[config.mk]
export PLATFORM = sky130hd
export DESIGN_NAME = ycfsm_sync_row
export DESIGN_NICKNAME = d
export VERILOG_FILES = /design/src/rtl/ycfsm_sync_row.sv
export SDC_FILE = /design/constraint.sdc
export NUM_CORES = 1
export LEC_CHECK = 0
export ABC_AREA = 1
export CORE_MARGIN = 8
export CORE_UTILIZATION = 60
export DETAILED_ROUTE_END_ITERATION = 6
export GPL_TIMING_DRIVEN = 0
export PLACE_DENSITY = 0.95
export SYNTH_ARGS = -nofsm -noshare
export SYNTH_HDL_FRONTEND = slang
export SYNTH_SLANG_ARGS = --single-unit
[constraint.sdc]
create_clock -name clk -period 3.9 [get_ports clk]
set_input_delay 0.585 -clock clk [delete_from_list [all_inputs] [get_ports clk]]
set_output_delay 0.585 -clock clk [all_outputs]
set_load 0.1 [all_outputs]
[src/rtl/ycfsm_sync_row.sv]
// Clocked N-channel Morphle match row: each channel joins a dual-rail input token with a
// dual-rail match token and holds the registered result until both sides return to empty.
module ycfsm_sync_row #(
    parameter int N    = 8,
    parameter bit MODE = 1'b0
) (
    input  logic           clk,
    input  logic           nreset,
    input  logic [2*N-1:0] in,
    input  logic [2*N-1:0] match,
    output logic [2*N-1:0] out,
    output logic           done,
    output logic           empty,
    output logic [N-1:0]   err,
    output logic [2*N-1:0] state_dbg
);

    localparam logic [1:0] VE = 2'b00;
    localparam logic [1:0] V0 = 2'b01;
    localparam logic [1:0] V1 = 2'b10;
    localparam logic [1:0] VX = 2'b11;

    typedef enum logic [1:0] {
        S_DISARMED = 2'd0,
        S_IDLE     = 2'd1,
        S_PARTIAL  = 2'd2,
        S_FIRED    = 2'd3
    } state_t;

    state_t         st     [N];
    state_t         st_n   [N];
    logic [1:0]     lin    [N];
    logic [1:0]     lin_n  [N];
    logic [1:0]     lmatch [N];
    logic [1:0]     lmatch_n [N];
    logic [2*N-1:0] out_n;
    logic [N-1:0]   err_n;
    logic           done_n;
    logic           empty_n;

    function automatic logic [1:0] fire(input logic [1:0] a, input logic [1:0] b);
        if (MODE == 1'b0) return (a == V1 && b == V1) ? V1 : V0;
        else              return (a == b) ? V1 : V0;
    endfunction

    // A held token may only go back to empty; a direct V0<->V1 flip is a protocol error.
    function automatic logic conflict(input logic [1:0] held, input logic [1:0] seen);
        return (held != VE) && (seen != VE) && (seen != held);
    endfunction

    // Token protocol: a side is present while its pair is V0/V1 and absent at empty; a token
    // is consumed when latched and the channel re-opens only after both sides go empty.
    always_comb begin
        out_n   = out;
        err_n   = err;
        done_n  = 1'b1;
        empty_n = 1'b1;
        for (int i = 0; i < N; i++) begin
            st_n[i]     = st[i];
            lin_n[i]    = lin[i];
            lmatch_n[i] = lmatch[i];
            if (st[i] == S_DISARMED) begin
                if (in[2*i +: 2] == VE && match[2*i +: 2] == VE) st_n[i] = S_IDLE;
            end else if (in[2*i +: 2] == VX || match[2*i +: 2] == VX ||
                         conflict(lin[i], in[2*i +: 2]) ||
                         conflict(lmatch[i], match[2*i +: 2])) begin
                err_n[i] = 1'b1;
            end else begin
                case (st[i])
                    S_IDLE: begin
                        lin_n[i]    = in[2*i +: 2];
                        lmatch_n[i] = match[2*i +: 2];
                        if (in[2*i +: 2] != VE && match[2*i +: 2] != VE) begin
                            st_n[i]        = S_FIRED;
                            out_n[2*i +: 2] = fire(in[2*i +: 2], match[2*i +: 2]);
                        end else if (in[2*i +: 2] != VE || match[2*i +: 2] != VE) begin
                            st_n[i] = S_PARTIAL;
                        end
                    end
                    S_PARTIAL: begin
                        if ((lin[i] != VE && in[2*i +: 2] == VE) ||
                            (lmatch[i] != VE && match[2*i +: 2] == VE)) begin
                            lin_n[i]    = VE;
                            lmatch_n[i] = VE;
                            st_n[i]     = S_IDLE;
                        end else if (lin[i] == VE && in[2*i +: 2] != VE) begin
                            lin_n[i]        = in[2*i +: 2];
                            st_n[i]         = S_FIRED;
                            out_n[2*i +: 2] = fire(in[2*i +: 2], lmatch[i]);
                        end else if (lmatch[i] == VE && match[2*i +: 2] != VE) begin
                            lmatch_n[i]     = match[2*i +: 2];
                            st_n[i]         = S_FIRED;
                            out_n[2*i +: 2] = fire(lin[i], match[2*i +: 2]);
                        end
                    end
                    S_FIRED: begin
                        if (in[2*i +: 2] == VE && match[2*i +: 2] == VE) begin
                            lin_n[i]        = VE;
                            lmatch_n[i]     = VE;
                            st_n[i]         = S_IDLE;
                            out_n[2*i +: 2] = VE;
                        end
                    end
                    default: ;
                endcase
            end
            done_n  = done_n & (st_n[i] == S_FIRED);
            empty_n = empty_n & (st_n[i] == S_IDLE || st_n[i] == S_DISARMED);
        end
    end

    always_ff @(posedge clk) begin
        if (!nreset) begin
            for (int i = 0; i < N; i++) begin
                st[i]     <= S_DISARMED;
                lin[i]    <= VE;
                lmatch[i] <= VE;
            end
            out   <= '0;
            err   <= '0;
            done  <= 1'b0;
            empty <= 1'b1;
        end else begin
            for (int i = 0; i < N; i++) begin
                st[i]     <= st_n[i];
                lin[i]    <= lin_n[i];
                lmatch[i] <= lmatch_n[i];
            end
            out   <= out_n;
            err   <= err_n;
            done  <= done_n;
            empty <= empty_n;
        end
    end

    always_comb begin
        state_dbg = '0;
        for (int i = 0; i < N; i++) state_dbg[2*i +: 2] = st[i];
    end

endmodule

; ---- After elaboration in Yosys (flattened, before gate mapping)
; Memories as Yosys holds them, arrays and structs flattened.
; Index checks and enable logic that the tools add are counted.
[totals]
ramBits = 48
n_memories = 3
wordCells = 741
out_inout_bits = 42
in_bits = 34
regBits = 26
[mem_list]
columns = name, depth, word_bits, read_ports, rd_clocked_by_memory_dff, write_ports, line
row1 = lin, 8, 2, 8, 0, 8, 32  ; logic [1:0] lin [N];
row2 = lmatch, 8, 2, 8, 0, 8, 34  ; logic [1:0] lmatch [N];
row3 = st, 8, 2, 8, 0, 8, 30  ; state_t st [N];
[classes]
bitwise_logic = 54
n_eq_ne = 136
reduce_logical = 256
mux = 274
[ops]
columns = cell, n
row1 = 2-bit 2-to-1 mux, 240
row2 = 2-bit one-hot mux with 3 select lines, 32
row3 = "2-bit == test, second input constant", 72
row4 = 1-bit logical AND, 104
row5 = 2-bit zero test, 48
row6 = 2-bit nonzero test, 32
row7 = 7-bit AND reduction, 8
row8 = 1-bit logical OR, 48
row9 = "2-bit inequality test, second input constant", 24
row10 = "2-bit by 1-bit == test with 1-bit output, second input constant", 16
row11 = 2-bit inequality test, 16
row12 = "3-bit inequality test, second input constant", 8
row13 = 1-bit OR, 24
row14 = 3-bit nonzero test, 8
row15 = 1-bit NOT, 16
row16 = 2-bit AND reduction, 8
row17 = 1-bit bitwise AND, 14
row18 = 1-bit 2-to-1 mux, 2

; ---- Logic depth before layout (Yosys ltp)
; Gate-level depths: netlist of the first run.
[logic_depth]
ltp_word = 17
ltp_mapped = 14
depth_no_buf = 14

; ---- Least setup slack after synthesis of the first run
; No wires, ideal clock.
[synth_path]
kind = reg-to-reg
from = memory st[0][0] (netlist bit)
to = register out[0]
stages_incl_launch_ff = 11
required_ps = 3783
t_arrival_ps = 2165
synth_period_minus_slack_ps = 2281
setup_time_ps = 117
n_path_buf = 0
slack_ps = 1619
path_cell_list = dfxtp_1 -> inv_1 -> ha_1 -> inv_1 -> nand3_2 -> nor2_4 -> o21ai_2 -> nor3_4 -> nand2_1 -> nand2_1 -> nor2_1
[synth_rtl]
columns = item, line
row1 = from (decl), 30
row2 = to (signal assigned), 129  ; out <= out_n;
row3 = to (decl), 11  ; output logic [2*N-1:0] out,

==> results.py, run 1 <==
metrics = {
    "status": {
        "status": "complete, no violations",
    },
    "clocking": {
        "cts_tree": "yes",
        "htree_levels": 3,
        "cts.sinks": 74,
        "root_buffer": "clkbuf_8",
        "cts_resized": 0,
        "cts_buffers": 9,
        "clk_pin_slew_ns": 0.08,
        "cts_setup_buffers": 0,
        "clockBufferDepth": 2,
        "hold_buffers": 0,
        "worst_skew_pair.late_latency_ns": 0.35,
    },
    "yosys": {
        "yosysUniqueCellTypes": 44,
        "synth_edf_count": 0,
        "ys_ff_latch": 74,
        "synth-async-reset-ratio": 0,
        "syn_nets": 927,
        "yosysWarnings": 0,
        "ys.flop_type": "dfxtp_1",
        "synth_seq_area_share": 0.2818,
        "synth_area_sq_um": 5256,
        "syn_avg_cell_area_sq_um": 5.913,
        "syn_inst": 889,
    },
    "pwr": {
        "p_sw_frac": 0.4061,
        "ir_drop_mv": 0.3561,
        "seq_power_share": 0.364,
        "p_clk_frac": 0.272,
        "p_leak_uw": 0.002828,
        "internal_power_uw": 1426,
        "power_density_nw_per_um2": 377.6,
        "p_comb_frac": 0.364,
        "switchingPower_uw": 975.3,
        "power_uw": 2401,
    },
    "global_route": {
        "antenna_found_initial": 0,
        "grtUsageMet1": 0.2822,
        "use_met3": 0.03986,
        "grt_pass1_vias": 5295,
        "grt_remaining_overflow": 0,
        "grt-busiest-layer": "met2",
        "grt_first_pass_wirelength_microns": 22890,
        "grt_usage": 0.2321,
        "use_met2": 0.3910,
        "grt_max_degree": 14,
    },
    "critical_path": {
        "end_kind": "output port",
        "r2r-start": "st[0][0]$_SDFF_PN0_",
        "crit_start": "st[0][6]$_SDFF_PN0_",
        "arrival_ns": 2.10,
        "crit_buf_inv": 1,
        "critPathKind": "flop to output port",
        "path_delay_family": "buffers and inverters",
        "crit_chain": "clkdlybuf4s50_1",
        "critPathMaxFanout": 6,
        "critPathMaxStageDelay_ns": 1.20,
        "critPathLaunchType": "flop",
        "worstPathRequired_ns": 3.31,
        "slowest_stage": "clkdlybuf4s50_1",
    },
    "final_layout": {
        "syn2layout_area_growth_pct": 21.00,
        "antenna_cells": 0,
        "final_common_cell": "nand2_1",
        "layout-drive-gt1-share": 0.1133,
        "final_cell_mix": "nand2_1 (263), nor2_1 (123), inv_1 (98)",
        "post_layout_nonfiller_instances": 1088,
        "utilization": 0.7401,
        "nFillCells": 727,
        "fin_nets": 1013,
    },
    "placed_design": {
        "dp_cells": 1072,
        "place_congestion": 0.9152,
        "dpl.hpwl_microns": 10440,
        "portBuffers": 75,
        "post-place-ws_ns": 1.588,
    },
    "routing": {
        "route.detailed.drc": 0,
        "firstDrtPassIters": 5,
        "antenna_left": 0,
        "vias": 5761,
        "routed_wl_microns": 13620,
        "post_drt_via_cell_ratio": 5.295,
        "routedWlPerCell_microns": 12.52,
        "dr.first_iter.drc_count": 395,
    },
    "timing": {
        "skew_ns": 0.006464,
        "fmax_mhz": 372.2,
        "maxSlewViolCount": 0,
        "timing.final.ws_setup_ns": 1.213,
        "rsz0062_at_grt": "false",
        "slew-limit-headroom": 0.3122,
        "finalHoldViolCount": 0,
        "fin_crit_sh": 0.6889,
        "period_needed_ns": 2.687,
        "setup_viol": 0,
        "fin_tns_setup_ns": 0,
        "worstMarginPinSlew_ns": 1.028,
    },
    "die": {
        "initial_utilization": 0.6117,
        "core-area_sq_um": 8593,
        "fp.dieH_microns": 109.6,
        "die-area_sq_um": 12010,
        "ioPinCount": 76,
        "die_w_microns": 109.6,
        "rows": 34,
    },
    "run": {
        "max-cap-violations": 0,
    },
    "hold_path": {
        "min_path_type": "flop to flop",
        "min_from": "err[6]$_SDFFE_PN0P_",
    },
}
## power by group through the flow
stage               clock network [uW]  logic [uW]  registers, uW
CTS                                661         870            873
finish                             654         873            874
floorplan                            0         407           1130
global placement                     0         849            889
detailed placement                   0         862            891
global route                       699         954            883
## cell families (layout without fill, tap and decap cells)
| kind of cell | Yosys count | after routing | share of synthesized area |
|---|---|---|---|
| and+or+nand+nor | 498 | 498 | 0.4244 |
| AOI/OAI and AO/OA | 167 | 167 | 0.1778 |
| DFF | 74 | 74 | 0.2818 |
| adders and majority gates | 4 | 4 | 0.009522 |
| buffers and inverters | 146 | 237 | 0.1064 |
## layout make-up
type                            instances  area, sq um  share of cell area
Tap cell                              108        135.1             0.02125
Sequential cell                        74         1481              0.2329
Multi-Input combinational cell        669         3216              0.5056
Clock buffer                            9        123.9             0.01948
Timing Repair Buffer                   75        750.7              0.1180
Buffer                                  8        38.79            0.006099
Clock inverter                          7        93.84             0.01476
Inverter                              138        520.5             0.08184
## per-layer routing
layer / part of all wire / vias to the layer above
met5: 0 / -
met2: 0.47 / 198
met1: 0.44 / 2529
met3: 0.069 / 35
met4: 0.028 / 0
li1: - / 2999
## stage by stage
| step | area [sq um] | hold slack, ns |
|---|---|---|
| detailed placement | 6142 | 0.4496 |
| global placement | 6142 | 0.4391 |
| CTS | 6360 | 0.4623 |
| floorplan | 5256 | 0.4533 |
| finish | 6360 | 0.4539 |
| global route | 6360 | 0.4955 |
## tightest hold or removal path, stage by stage (launching register included)
cell     delay [ns]
dfxtp_1        0.31
inv_1          0.05
a21oi_1        0.05
## final timing paths
| kind | end | slack, ns | cells past startpoint |
|---|---|---|---|
| max | state_dbg[6] | 1.21 | 1 |
| min | err[6]$_SDFFE_PN0P_ | 0.45 | 2 |
| max reg2reg | out[1]$_SDFFE_PN0P_ | 2.18 | 10 |
| min reg2reg | err[6]$_SDFFE_PN0P_ | 0.45 | 2 |
## synth_stat cells, types with 2 or more instances
cell	instances	area share
clkbuf_1	6	0.0043
nor3b_1	2	0.0029
nor3_1	6	0.0057
o21ai_2	6	0.010
inv_2	35	0.025
o21ai_0	35	0.033
dfxtp_1	74	0.28
nor2_4	10	0.021
a21oi_2	4	0.0067
nor2_1	123	0.088
ha_1	4	0.0095
a21oi_1	70	0.067
nand2_2	12	0.014
nand3_1	48	0.046
a31oi_1	4	0.0048
nor2_2	10	0.012
clkinv_1	4	0.0029
o21ai_1	27	0.026
inv_1	98	0.070
nand2_4	2	0.0043
nand2_1	263	0.19
nand4_1	3	0.0036
a211oi_1	14	0.020
nor3_2	2	0.0038
nand3b_1	4	0.0057
nand3_2	5	0.0095
## flip-flops by register name, summed over array words and instances, names as in the netlist
register / flops
done: 1
empty: 1
err: 8
lin: 16
lmatch: 16
out: 16
st: 16
Note: power is estimated with default switching activity, not from simulation.
==> run 2, diff against run 1 <==
Settings changed: CORE_UTILIZATION 60 to 56, PLACE_DENSITY 0.95 to 0.93.
Clock period 3.9 ns to 2.8 ns, I/O delays scaled along.
==> results.py, run 2 (synthesized netlist as in run 1, its figures left out) <==
metrics = {
    "status": {
        "status": "complete, no violations",
    },
    "clocking": {
        "cts_buffers": 9,
        "htree_levels": 3,
        "hold_buffers": 0,
        "cts_tree": "yes",
        "root_buffer": "clkbuf_8",
        "clk_pin_slew_ns": 0.07,
        "cts.sinks": 74,
        "worst_skew_pair.late_latency_ns": 0.36,
        "clockBufferDepth": 2,
        "cts_resized": 0,
        "cts_setup_buffers": 0,
    },
    "timing": {
        "fin_tns_setup_ns": 0,
        "maxSlewViolCount": 0,
        "fin_crit_sh": 0.9042,
        "finalHoldViolCount": 0,
        "slew-limit-headroom": 0.3328,
        "setup_viol": 0,
        "skew_ns": 0.01039,
        "worstMarginPinSlew_ns": 0.9977,
        "rsz0062_at_grt": "false",
        "period_needed_ns": 2.532,
        "fmax_mhz": 395.0,
    },
    "routing": {
        "vias": 5750,
        "route.detailed.drc": 0,
        "antenna_left": 0,
        "routed_wl_microns": 13550,
        "dr.first_iter.drc_count": 378,
        "post_drt_via_cell_ratio": 5.270,
        "firstDrtPassIters": 7,
        "routedWlPerCell_microns": 12.42,
    },
    "die": {
        "rows": 35,
        "initial_utilization": 0.5716,
        "die_w_microns": 112.9,
        "die-area_sq_um": 12740,
        "fp.dieH_microns": 112.9,
        "core-area_sq_um": 9196,
        "ioPinCount": 76,
    },
    "critical_path": {
        "critPathKind": "flop to output port",
        "crit_buf_inv": 1,
        "worstPathRequired_ns": 2.38,
        "path_delay_family": "buffers and inverters",
        "critPathMaxStageDelay_ns": 1.21,
        "slowest_stage": "clkdlybuf4s50_1",
        "crit_chain": "clkdlybuf4s50_1",
        "critPathLaunchType": "flop",
        "critPathMaxFanout": 8,
        "end_kind": "output port",
        "arrival_ns": 2.11,
    },
    "pwr": {
        "p_leak_uw": 0.002843,
        "power_uw": 3463,
        "power_density_nw_per_um2": 541.9,
        "ir_drop_mv": 0.4266,
    },
    "run": {
        "max-cap-violations": 0,
    },
    "final_layout": {
        "fin_nets": 1013,
        "antenna_cells": 0,
        "nFillCells": 805,
        "layout-drive-gt1-share": 0.1112,
        "final_cell_mix": "nand2_1 (263), nor2_1 (123), inv_1 (98)",
        "syn2layout_area_growth_pct": 21.57,
        "final_common_cell": "nand2_1",
    },
    "global_route": {
        "grt_first_pass_wirelength_microns": 22870,
        "antenna_found_initial": 0,
        "grt_pass1_vias": 5295,
        "grt_usage": 0.2136,
        "grt_remaining_overflow": 0,
        "grt_max_degree": 13,
    },
    "placed_design": {
        "place_congestion": 0.9583,
        "portBuffers": 75,
        "dpl.hpwl_microns": 10600,
    },
    "hold_path": {
        "min_path_type": "flop to flop",
    },
}
==> run 2: cell types whose count changed in the layout (fill, tap and decap cells not counted) <==
| cell | before | now |
|---|---|---|
| bufinv_16 | 2 | 3 |
| clkbuf_1 | 6 | 8 |
| clkinvlp_4 | 2 | 0 |
| clkbuf_8 | 9 | 10 |
| clkinv_2 | 2 | 0 |
==> run 2: metal layers <==
metal  vias to the layer above  share of wire  track usage
li1                       3005              -            -
met1                      2550           0.45       0.2577
met2                       169           0.47       0.3663
met3                        26          0.063      0.03408
met4                         0          0.022      0.09591
met5                         -              0            0
==> run 2: path summary, 6_finish.rpt <==
| path | startpoint | to | slack (ns) | depth (start not counted) |
|---|---|---|---|---|
| setup / recovery | st[0][2]$_SDFF_PN0_ | state_dbg[2] | 0.27 | 1 |
| hold / removal | err[6]$_SDFFE_PN0P_ | err[6]$_SDFFE_PN0P_ | 0.47 | 2 |
| setup reg to reg | st[0][0]$_SDFF_PN0_ | lmatch[0][0]$_SDFFE_PN0P_ | 0.99 | 9 |
| hold reg to reg | err[6]$_SDFFE_PN0P_ | err[6]$_SDFFE_PN0P_ | 0.47 | 2 |
==> run 2: layout make-up <==
class / instances / area [sq um] / area share
plain buffers: 8 / 38.79 / 0.006070
clock buffers: 12 / 145.1 / 0.02271
clock inverters: 4 / 98.84 / 0.01547
inverters: 138 / 520.5 / 0.08146
multi-input cells: 669 / 3216 / 0.5032
flip-flops and latches: 74 / 1481 / 0.2318
well taps: 111 / 138.9 / 0.02173
repair buffers: 75 / 750.7 / 0.1175
==> run 2: power by group <==
part	leakage, uW	switching [uW]	internal [uW]
clock	0.000121	410	619
sequential	0.000600	83.0	1130
combinational	0.00212	864	353
total	0.00284	1360	2110
==> run 2: stage by stage <==
stage | utilization | area [sq um] | std cells | hold WS (ns) | worst slack (ns)
after detailed placement | 0.6683 | 6146 | 1075 | 0.4589 | 0.6509
after floorplan | - | 5256 | 889 | 0.4533 | 0.5187
after global routing | 0.6948 | 6390 | 1091 | 0.5000 | 0.1996
final | 0.6948 | 6390 | 1091 | 0.4666 | 0.2681
after CTS | 0.6948 | 6390 | 1091 | 0.4710 | 0.2627
after global placement | 0.6683 | 6146 | 1075 | 0.4462 | 0.6496
